$ cat src/rtl/mem_port_arbiter_pkg.sv
`default_nettype none
// ============================================================================
// Module   : mem_port_arbiter_pkg
// Purpose  : Shared encodings and default widths for the two-core memory
//            port arbiter.
// Revision : 1.0 - initial release
// ============================================================================
package mem_port_arbiter_pkg;

    // Default widths, matching the core data word and address bus
    localparam int DEF_WORD_W = 8;
    localparam int DEF_ADDR_W = 8;
    localparam int DEF_CNT_W  = 16;

    // Requester / cache I/O state encoding (2'b11 is not a legal code)
    typedef enum logic [1:0] {
        IO_IDLE = 2'b00,
        IO_RD   = 2'b01,
        IO_WT   = 2'b10
    } io_state_t;

    localparam logic [1:0] IO_ILLEGAL = 2'b11;

    // Arbiter FSM state encoding
    typedef enum logic [1:0] {
        ARB_IDLE    = 2'd0,
        ARB_BUSY    = 2'd1,
        ARB_RELEASE = 2'd2
    } arb_state_t;

    // A requester is asking for the port only on a read or a write
    function automatic logic is_request(input logic [1:0] rw);
        return (rw == IO_RD) || (rw == IO_WT);
    endfunction

    // The illegal code is reported but never treated as a request
    function automatic logic is_illegal(input logic [1:0] rw);
        return (rw == IO_ILLEGAL);
    endfunction

endpackage : mem_port_arbiter_pkg
`default_nettype wire

$ cat src/rtl/mem_port_arbiter_rr_pick2.sv
`default_nettype none
// ============================================================================
// Module   : rr_pick2
// Purpose  : Two-way round-robin winner selection. A sole requester wins;
//            on a tie the requester that was not granted last wins.
// Revision : 1.0 - initial release
// ============================================================================
module rr_pick2 (
    input  logic req0,
    input  logic req1,
    input  logic last,
    output logic valid,
    output logic winner
);

    // Pure combinational pick; the caller registers whatever it needs
    always_comb begin
        valid  = req0 | req1;
        winner = 1'b0;
        if (req0 && req1) begin
            winner = ~last;
        end else if (req1) begin
            winner = 1'b1;
        end
    end

endmodule : rr_pick2
`default_nettype wire

$ cat src/rtl/mem_port_arbiter.sv
`default_nettype none
// ============================================================================
// Module   : mem_port_arbiter
// Purpose  : Shares one cache/memory port between two cores. Round-robin,
//            non-preemptive, one transaction in flight at a time. Each core
//            keeps its rw/addr/data/done handshake unchanged.
// Revision : 1.0 - initial release
// ============================================================================
module mem_port_arbiter
    import mem_port_arbiter_pkg::*;
#(
    parameter int WORD_W = DEF_WORD_W,
    parameter int ADDR_W = DEF_ADDR_W,
    parameter int CNT_W  = DEF_CNT_W
) (
    input  logic              clk,
    input  logic              reset,

    // Core 0 side
    input  logic [1:0]        rw0,
    input  logic [ADDR_W-1:0] addr0,
    input  logic [WORD_W-1:0] wdata0,
    output logic              done0,
    output logic [WORD_W-1:0] rdata0,

    // Core 1 side
    input  logic [1:0]        rw1,
    input  logic [ADDR_W-1:0] addr1,
    input  logic [WORD_W-1:0] wdata1,
    output logic              done1,
    output logic [WORD_W-1:0] rdata1,

    // Cache side
    output logic [1:0]        rw_to_cache,
    output logic [ADDR_W-1:0] addr_to_cache,
    output logic [WORD_W-1:0] data_to_cache,
    input  logic              cache_en,
    input  logic [WORD_W-1:0] data_from_cache,

    // Status
    output logic              owner,
    output logic              busy,
    output logic              err,
    output logic [CNT_W-1:0]  grant_cnt0,
    output logic [CNT_W-1:0]  grant_cnt1
);

    localparam logic [CNT_W-1:0] CNT_ONE = {{(CNT_W-1){1'b0}}, 1'b1};

    arb_state_t        state;

    logic              req0;
    logic              req1;
    logic              pick_valid;
    logic              pick_winner;

    logic [1:0]        win_rw;
    logic [ADDR_W-1:0] win_addr;
    logic [WORD_W-1:0] win_wdata;

    logic              in_busy;
    logic              illegal_seen;

    assign req0         = is_request(rw0);
    assign req1         = is_request(rw1);
    assign illegal_seen = is_illegal(rw0) | is_illegal(rw1);

    // The last grant index doubles as the round-robin pointer
    rr_pick2 u_pick (
        .req0   (req0),
        .req1   (req1),
        .last   (owner),
        .valid  (pick_valid),
        .winner (pick_winner)
    );

    // Select the winning requester's command for capture at the grant edge
    always_comb begin
        win_rw    = rw0;
        win_addr  = addr0;
        win_wdata = wdata0;
        if (pick_winner) begin
            win_rw    = rw1;
            win_addr  = addr1;
            win_wdata = wdata1;
        end
    end

    // Arbiter FSM: grant in IDLE, hold the command in BUSY, one idle cycle in RELEASE
    always_ff @(posedge clk) begin
        if (reset) begin
            state         <= ARB_IDLE;
            rw_to_cache   <= IO_IDLE;
            addr_to_cache <= '0;
            data_to_cache <= '0;
            owner         <= 1'b1;
            busy          <= 1'b0;
            grant_cnt0    <= '0;
            grant_cnt1    <= '0;
        end else begin
            case (state)
                ARB_IDLE: begin
                    if (pick_valid) begin
                        rw_to_cache   <= win_rw;
                        addr_to_cache <= win_addr;
                        data_to_cache <= win_wdata;
                        owner         <= pick_winner;
                        busy          <= 1'b1;
                        state         <= ARB_BUSY;
                        // Statistics counters stick at all-ones instead of wrapping
                        if (!pick_winner && !(&grant_cnt0)) begin
                            grant_cnt0 <= grant_cnt0 + CNT_ONE;
                        end
                        if (pick_winner && !(&grant_cnt1)) begin
                            grant_cnt1 <= grant_cnt1 + CNT_ONE;
                        end
                    end
                end
                ARB_BUSY: begin
                    // Command is held untouched until the cache completes
                    if (cache_en) begin
                        rw_to_cache <= IO_IDLE;
                        busy        <= 1'b0;
                        state       <= ARB_RELEASE;
                    end
                end
                ARB_RELEASE: begin
                    // Gives the cache and the finishing core one idle cycle
                    state <= ARB_IDLE;
                end
                default: begin
                    state       <= ARB_IDLE;
                    rw_to_cache <= IO_IDLE;
                    busy        <= 1'b0;
                end
            endcase
        end
    end

    // Sticky flag for an illegal rw code from either core
    always_ff @(posedge clk) begin
        if (reset) begin
            err <= 1'b0;
        end else if (illegal_seen) begin
            err <= 1'b1;
        end
    end

    // A reset cycle aborts the transaction, so no completion leaks out during it
    assign in_busy = (state == ARB_BUSY) && !reset;

    // Route completion and load data to the owner only; the other core sees zeros
    always_comb begin
        done0  = 1'b0;
        done1  = 1'b0;
        rdata0 = '0;
        rdata1 = '0;
        if (in_busy) begin
            if (owner) begin
                done1  = cache_en;
                rdata1 = data_from_cache;
            end else begin
                done0  = cache_en;
                rdata0 = data_from_cache;
            end
        end
    end

endmodule : mem_port_arbiter
`default_nettype wire

$ cat config.mk
export PLATFORM = sky130hd
export DESIGN_NAME = mem_port_arbiter
export DESIGN_NICKNAME = d
export VERILOG_FILES = /design/src/rtl/mem_port_arbiter_pkg.sv /design/src/rtl/mem_port_arbiter_rr_pick2.sv /design/src/rtl/mem_port_arbiter.sv
export SDC_FILE = /design/constraint.sdc
export NUM_CORES = 1
export LEC_CHECK = 0
export ABC_AREA = 1
export ABC_CLOCK_PERIOD_IN_PS = 2050
export CAP_MARGIN = 20
export CORE_ASPECT_RATIO = 0.75
export CORE_MARGIN = 2
export CORE_UTILIZATION = 40
export CTS_CLUSTER_DIAMETER = 100
export DETAILED_ROUTE_END_ITERATION = 10
export GPL_TIMING_DRIVEN = 0
export PLACE_DENSITY = 0.84
export SLEW_MARGIN = 40
export SYNTH_ARGS = -nofsm -noshare
export SYNTH_HDL_FRONTEND = slang
export SYNTH_HIERARCHICAL = 1
export SYNTH_SLANG_ARGS = --single-unit
$ cat constraint.sdc
create_clock -name clk -period 2.05 [get_ports clk]
set_input_delay 0.3075 -clock clk [delete_from_list [all_inputs] [get_ports clk]]
set_output_delay 0.3075 -clock clk [all_outputs]
set_load 0.01 [all_outputs]
# After elaboration in Yosys (flattened, before gate mapping)
# Index checks and enable logic that the tools add are counted.
# word_totals
reg_bits,55
latchBits,0
ramBits,0
rom_bits,0
in_bits,47
out_inout_bits,71
word_cells,65
n_memories,0
# classes
add_sub_neg,2
multipliers,0
div_mod_pow,0
order_cmp,0
n_eq_ne,10
shifts,0
muxes,22
bitwise_logic,4
reduce_logical,18
# op_table
op,count
8-bit 2-to-1 mux,6
16-bit by 1-bit adder with 16-bit output (second input constant),2
16-bit AND reduction,2
2-bit == test (second input constant),5
2-bit 2-to-1 mux,5
3-bit AND reduction,3
1-bit 2-to-1 mux,8
2-bit by 1-bit == test with 1-bit output (second input constant),3
2-bit case mux with 3 select lines,1
1-bit logical AND,4
1-bit zero test,4
2-bit inequality test (second input constant),2
2-bit case mux with 2 select lines,1
2-bit AND reduction,2
1-bit case mux with 3 select lines,1
2-bit zero test,1
1-bit logical OR,2
1-bit NOT,2
1-bit OR,2

# Logic depth before layout (Yosys ltp)
# Gate-level depths: netlist (run 1).
# logic_depth
ltp_word,7
mapped_depth,12
mapped_depth_nobuf,11

# Cells and area by module
# The synthesis (run 1) kept the hierarchy.
# by_module_without_submodules
module,instances,cells_each,area_per_inst_um2,seq_area_each_um2
mem_port_arbiter,1,448,2871.5,1101.1
rr_pick2,1,3,15.0,0.0

# Least setup slack after synthesis (run 1)
# Ideal clock, no wire load.
# synth_timing
path_type,in2reg
start,in rw1[0]
end,reg grant_cnt1[12]
setup_time_ns,0.128
t_arrival_ns,1.667
required_ns,1.922
path_slack_ns,0.256
cell_stages,11
path_buffers,1
path_cell_list,ha_1 inv_1 a21oi_1 inv_2 nor2_8 inv_2 nor2_4 buf_6 nand3_1 nand2_1 nor2_1
# synth_via
elab_chain_len,6
word_cells_on_any_way,9
cone_classes,eq/ne (2); mux (2); bitwise (1); reduce/logical (4)
# synth_rtl
item,line,text
start: declaration,mem_port_arbiter.sv:27,"input logic [1:0] rw1,"
2-bit by 1-bit == test with 1-bit output or 2-bit == test (tied branches),mem_port_arbiter_pkg.sv:33,return (rw == IO_RD) || (rw == IO_WT);
1-bit logical OR *,mem_port_arbiter_pkg.sv:33,
1-bit 2-to-1 mux or 1-bit logical AND (tied branches),"mem_port_arbiter_rr_pick2.sv:22, mem_port_arbiter_rr_pick2.sv:20",
1-bit 2-to-1 mux *,mem_port_arbiter_rr_pick2.sv:20,if (req0 && req1) begin
named net pick_winner,mem_port_arbiter.sv:55,logic pick_winner;
1-bit logical AND *,mem_port_arbiter.sv:114,if (pick_winner && !(&grant_cnt1)) begin
3-bit AND reduction (no line) *,--,
end signal: assignment,mem_port_arbiter.sv:115,grant_cnt1 <= grant_cnt1 + CNT_ONE;
end: declaration,mem_port_arbiter.sv:45,output logic [CNT_W-1:0] grant_cnt1
# The timed path passes the listed nets; every way through them passes the cells marked *.
# A chain may end at the register's enable or synchronous reset.

# Worst setup path in the final report (run 1)
# layout_timing
start,in rw0[0]
end,reg addr_to_cache[7]
# layout_via
word_cells_on_any_way,8
cone_classes,eq/ne (2); mux (2); bitwise (1); reduce/logical (3)
# layout_lines
item,line,text
start: declaration,mem_port_arbiter.sv:20,"input logic [1:0] rw0,"
2-bit by 1-bit == test with 1-bit output or 2-bit == test (tied branches),mem_port_arbiter_pkg.sv:33,
1-bit logical OR *,mem_port_arbiter_pkg.sv:33,
named net req0,mem_port_arbiter.sv:52,logic req0;
1-bit OR *,mem_port_arbiter_rr_pick2.sv:18,valid = req0 | req1;
named net pick_valid,mem_port_arbiter.sv:54,logic pick_valid;
2-bit AND reduction (no line) *,--,
end signal: assignment,mem_port_arbiter.sv:105,addr_to_cache <= win_addr;
end: declaration,mem_port_arbiter.sv:35,"output logic [ADDR_W-1:0] addr_to_cache,"
# Marks and branches as above.

==> results of run 1 <==
-- final cells by class --
class                   instances  area (sq um)
fillers                       658          2540
multi-input cells             340          1600
repair buffers                125          1220
flip-flops and latches         55          1100
inverters                      42           160
well taps                      98           123
clock buffers                   7          76.3
plain buffers                  13          72.6
clock inverters                 1          5.00
-- where the power goes --
group / leakage, nW / internal (mW) / total [mW] / switching (mW)
clock network: 0.0422 / 0.241 / 0.585 / 0.343
logic: 1.32 / 0.348 / 0.705 / 0.357
registers: 0.449 / 1.14 / 1.20 / 0.0582
-- registers in the layout, summed over array words and instances, names as in the netlist --
name / count
grant_cnt0: 16
grant_cnt1: 16
addr_to_cache: 8
data_to_cache: 8
rw_to_cache: 2
state: 2
busy: 1
err: 1
owner: 1
-- repair_timing --
item                       in CTS  in global routing
setup endpoints to repair      34                 56
pin swaps                       0                  2
gates resized for setup        20                 17
cloned                          1                  0
setup buffers                   0                  9
-- cell usage after synthesis, types with 2 or more instances --
master,count,area (sq um)
dfxtp_1,55,1100
ha_1,4,50.1
or2_1,2,12.5
o21ai_0,9,45.0
inv_1,37,139
buf_4,2,15.0
nand4_1,5,31.3
nand2_1,163,612
nor2_1,71,267
a21oi_1,26,130
inv_2,3,11.3
nand3_1,16,80.1
buf_2,2,10.0
a31oi_1,17,106
buf_6,2,22.5
xnor2_1,4,35.0
nor2_4,2,22.5
o21ai_1,2,10.0
nor2_2,2,12.5
nor3_1,5,25.0
clkbuf_1,9,33.8
xor2_1,6,52.6
-- worst max-delay path by stage --
stage / from / to / slack, ps
6_report: rw0[0] / addr_to_cache[7] / 110
5_1_grt: rw0[0] / data_to_cache[0] / -20
4_1_cts: rw0[0] / grant_cnt1[11] / -20
3_5_place_dp: rw0[0] / grant_cnt1[11] / -450
3_3_place_gp: rw1[1] / grant_cnt1[10] / -380
2_1_floorplan: rw1[0] / grant_cnt1[12] / 260
-- tightest hold or removal path: cells and delay by family (launching register included) --
kind,cells,cell delay [ps]
flops,1,330
simple gates,1,60
compound gates,1,50
-- logic make-up (layout without fill, tap and decap cells) --
family                     count (synthesis)  count (layout)
DFF                                       55              55
xor gates and xnor gates                  10              10
and+or+nand+nor                          269             270
adders and majority gates                  4               4
buffers and inverters                     57             188
AOI/OAI and AO/OA                         56              56
-- routing by layer --
layer	part of all wire	track usage	vias up
met2	0.46	0.347	85
met1	0.47	0.300	1510
li1	-	-	1676
met3	0.060	0.0432	8
met5	0	0	-
met4	0.0095	0.0360	0
==> results_dict.tcl, run 1 <==
set metrics [dict create \
    run_status "complete, no violations" \
    crit_path_top_delay_cell "clkdlybuf4s50_1" \
    drtPass1Iterations 4 \
    grt_max_degree 16 \
    synthMuxAreaShare 0 \
    fin_crit_sh 0.945 \
    place_ws_ps -446 \
    worstRegToRegCells 7 \
    cts_hold_buf 0 \
    io_pins 118 \
    synth_nets 502 \
    slew_viol_final 0 \
    root_buffer "clkbuf_8" \
    tns_ps 0 \
    synth_cells 451 \
    synth-compound-area-share 0.106 \
    via_count 3279 \
    yosys_warnings 6 \
    antenna_found_initial 0 \
    skew_ps 8.64 \
    drt_iter0_markers 158 \
    diodes 0 \
    dp_hpwl_microns 6460 \
    ir_drop_uv 353 \
    crit_buf_inv 2 \
    hold_path_end "busy" \
    drc_errors 0 \
    start_kind "input port" \
    synth_fa_ha_area_frac 0.0173 \
    mostFrequentLayoutCells "nand2_1, clkdlybuf4s50_1, nor2_1" \
    numPortBuffers 116 \
    path_clk_slew_ps 100 \
    rows 26 \
    grt_usage 0.215 \
    rr_endpoint "grant_cnt1[6]" \
    timing.fmax_mhz 516 \
    synth_simple_gate_area_frac 0.381 \
    seq_area_frac_synth 0.381 \
    clock-sinks 55 \
    synth_top_family_by_area "simple AND/OR/NAND/NOR gates" \
    dieArea_sq_um 7920 \
    worst_pin_slew_ps 558 \
    r2r_slack_ps 280 \
    core_area_sq_um 6900 \
    critPathTopFamily "buffers and inverters" \
    path_class "input port to register" \
    power_density_nw_per_um2 571 \
    ys_ff_latch 55 \
    hold_start "busy" \
    critical_path.cell_chain "clkdlybuf4s50_1 -> ha_4 -> or2_1 -> nand2_4 -> nor2_4 -> buf_2 -> nand2_1 -> a31oi_1" \
    yosysUniqueCellTypes 29 \
    gp_congestion 0.836 \
    hold_viol_final 0 \
    final_layout_size_suffix_gt1_frac 0.0738 \
    finalPower_mw 2.49 \
    layout_commonest_cell "nand2_1" \
    dieWidth_microns 102 \
    post-place-cells 665 \
    async_flop_share 0 \
    htreeDepth 2 \
    hold_path_class "register to register" \
    fp.dieH_microns 77.6 \
    wl_per_cell_microns 12.5 \
    arrival_ps 2170 \
    ys.flop_type "dfxtp_1" \
    critPathMaxStageDelay_ps 480 \
    instances_no_fill 681 \
    whs_path_depth 2 \
    slew_headroom 0.628 \
    ant_nets 0 \
    avgSynthCellArea_sq_um 6.40 \
    cts_tree "built" \
    grt_overflow_total 0 \
    fin_crit_ps 1940 \
    netlist_area_sq_um 2890 \
    finalSetupViolCount 0 \
    synth_xor_area_frac 0.0303 \
    power_leakage_nw 1.81 \
    utilization 0.631 \
    cp_max_fo 10 \
    placed_cell_area_sq_um 4170 \
    cap_violations 0 \
    vias_per_cell 4.81 \
    fin_nets 633 \
    fin_ws_ps 112 \
    crit_cells 8 \
    grt_pass1_vias 2913 \
    routed_wl_microns 8480 \
    start_util 0.419 \
    timing.hold.ws_ps 478 \
    endpoint_kind "register" \
    clock_latency_ps 300 \
    grt_pass1_wl_microns 13900 \
    reg2reg_from "grant_cnt1[0]" \
    numCtsBuffers 5 \
    fin_area_sq_um 4350 \
    synth_edf_count 0 \
    max-clock-path-buffers 2 \
    areaGrowthSynthToFinish_pct 50.8 \
    critical_path_required_ps 2280 \
]
Note: power is estimated with default switching activity, not from simulation.
==> run 2: changes to the inputs <==
CTS_CLUSTER_DIAMETER = default   (was 100)
SETUP_SLACK_MARGIN = 0.5   (was default)
==> run 2 against run 1 <==
Power is 11% higher. Die area unchanged. Largest cell class unchanged. Wire length up 24%. Highest routed layer unchanged. Largest power group unchanged. Critical endpoint is now state[1].
==> results_dict.tcl, run 2 (synthesis gave the netlist of run 1 again) <==
set metrics [dict create \
    run_status "complete, no violations" \
    worst_pin_slew_ps 561 \
    grt_pass1_wl_microns 15200 \
    met3_usage 0.0459 \
    clock-sinks 55 \
    path_clk_slew_ps 100 \
    timing.fmax_mhz 518 \
    hold_viol_final 0 \
    fin_crit_sh 0.942 \
    vias_per_cell 5.08 \
    endpoint_kind "register" \
    via_count 3610 \
    met2_usage 0.397 \
    place_ws_ps -222 \
    drt_iter0_markers 185 \
    layout_commonest_cell "nand2_1" \
    fp.dieH_microns 77.6 \
    areaGrowthSynthToFinish_pct 70.0 \
    wl_per_cell_microns 14.8 \
    io_pins 118 \
    ir_drop_uv 342 \
    gp_congestion 0.856 \
    dieWidth_microns 102 \
    critical_path_required_ps 2300 \
    power_leakage_nw 2.29 \
    finalSetupViolCount 0 \
    fin_crit_ps 1930 \
    grt_max_degree 17 \
    hold_start "rw1[1]" \
    clock_latency_ps 310 \
    cp_max_fo 3 \
    start_kind "register" \
    skew_ps 7.66 \
    diodes 0 \
    path_class "register to register" \
    slew_headroom 0.626 \
    finalPower_mw 2.77 \
    slew_viol_final 0 \
    root_buffer "clkbuf_8" \
    core_area_sq_um 6900 \
    reg2reg_from "state[0]" \
    antenna_found_initial 0 \
    cts_tree "built" \
    grt_overflow_total 0 \
    numCtsBuffers 5 \
    dieArea_sq_um 7920 \
    met1_usage 0.309 \
    htreeDepth 2 \
    fin_nets 663 \
    cap_violations 0 \
    grt_pass1_vias 3306 \
    dp_hpwl_microns 6710 \
    hold_path_class "input port to register" \
    fin_ws_ps 120 \
    startpoint "state[0]" \
    max-clock-path-buffers 2 \
    final_layout_size_suffix_gt1_frac 0.266 \
    drtPass1Iterations 5 \
    power_density_nw_per_um2 565 \
    drc_errors 0 \
    busiest_layer "met2" \
    biggestRegsByFlops "grant_cnt0 (16), grant_cnt1 (16)" \
    numPortBuffers 116 \
    routed_wl_microns 10500 \
    rsz0062_at_grt "yes" \
    start_util 0.419 \
    cts_hold_buf 0 \
    grt_usage 0.238 \
    mostFrequentLayoutCells "nand2_1, clkdlybuf4s50_1, nor2_1" \
    rows 26 \
    arrival_ps 2180 \
    ant_nets 0 \
]
run 2: path summary, 6_finish.rpt:
check,to,slack [ps],cells past startpoint
max,state[1],120,14
min,rw_to_cache[1],290,3
max reg2reg,state[1],120,14
min reg2reg,err,490,2
run 2: power by group:
part           switching, mW  total, mW  internal (mW)
logic                  0.442      0.907          0.465
clock network          0.357      0.665          0.308
registers             0.0590       1.20           1.14
run 2: area by class of cell:
cell class | count | area, sq um
Sequential cell | 55 | 1160
Inverter | 42 | 165
Buffer | 15 | 113
Timing Repair Buffer | 153 | 1440
Clock inverter | 1 | 7.51
Tap cell | 98 | 123
Clock buffer | 7 | 96.3
Fill cell | 530 | 1990
Multi-Input combinational cell | 340 | 1800
run 2: timing repair:
action | CTS | global route
gates resized for setup | 167 | 63
buffers inserted | 25 | 8
endpoints found under the setup margin | 100 | 76
pin swaps | 14 | 13
gates cloned | 3 | 2
run 2: metrics by stage:
stage,cell area [sq um],hold slack [ps],TNS [ps],util,std cells
floorplan,3010,464,0,-,451
global placement,4290,459,-6710,0.622,665
detailed placement,4290,470,-8480,0.622,665
CTS,4640,375,0,0.673,701
global route,4910,296,0,0.712,711
finish,4910,290,0,0.712,711
run 2: critical path, stage by stage, from the launching register on:
cell,delay (ps)
dfxtp_2,380
inv_2,70
nor3_4,160
inv_2,80
buf_6,120
buf_6,110
buf_6,100
buf_4,120
buf_4,120
buf_4,130
buf_6,110
buf_6,100
buf_6,100
buf_6,100
nor2_2,80
run 2: layer usage:
layer	vias to the layer above	share of wire
li1	1746	-
met3	33	0.080
met1	1670	0.41
met4	0	0.033
met5	-	0
met2	161	0.47
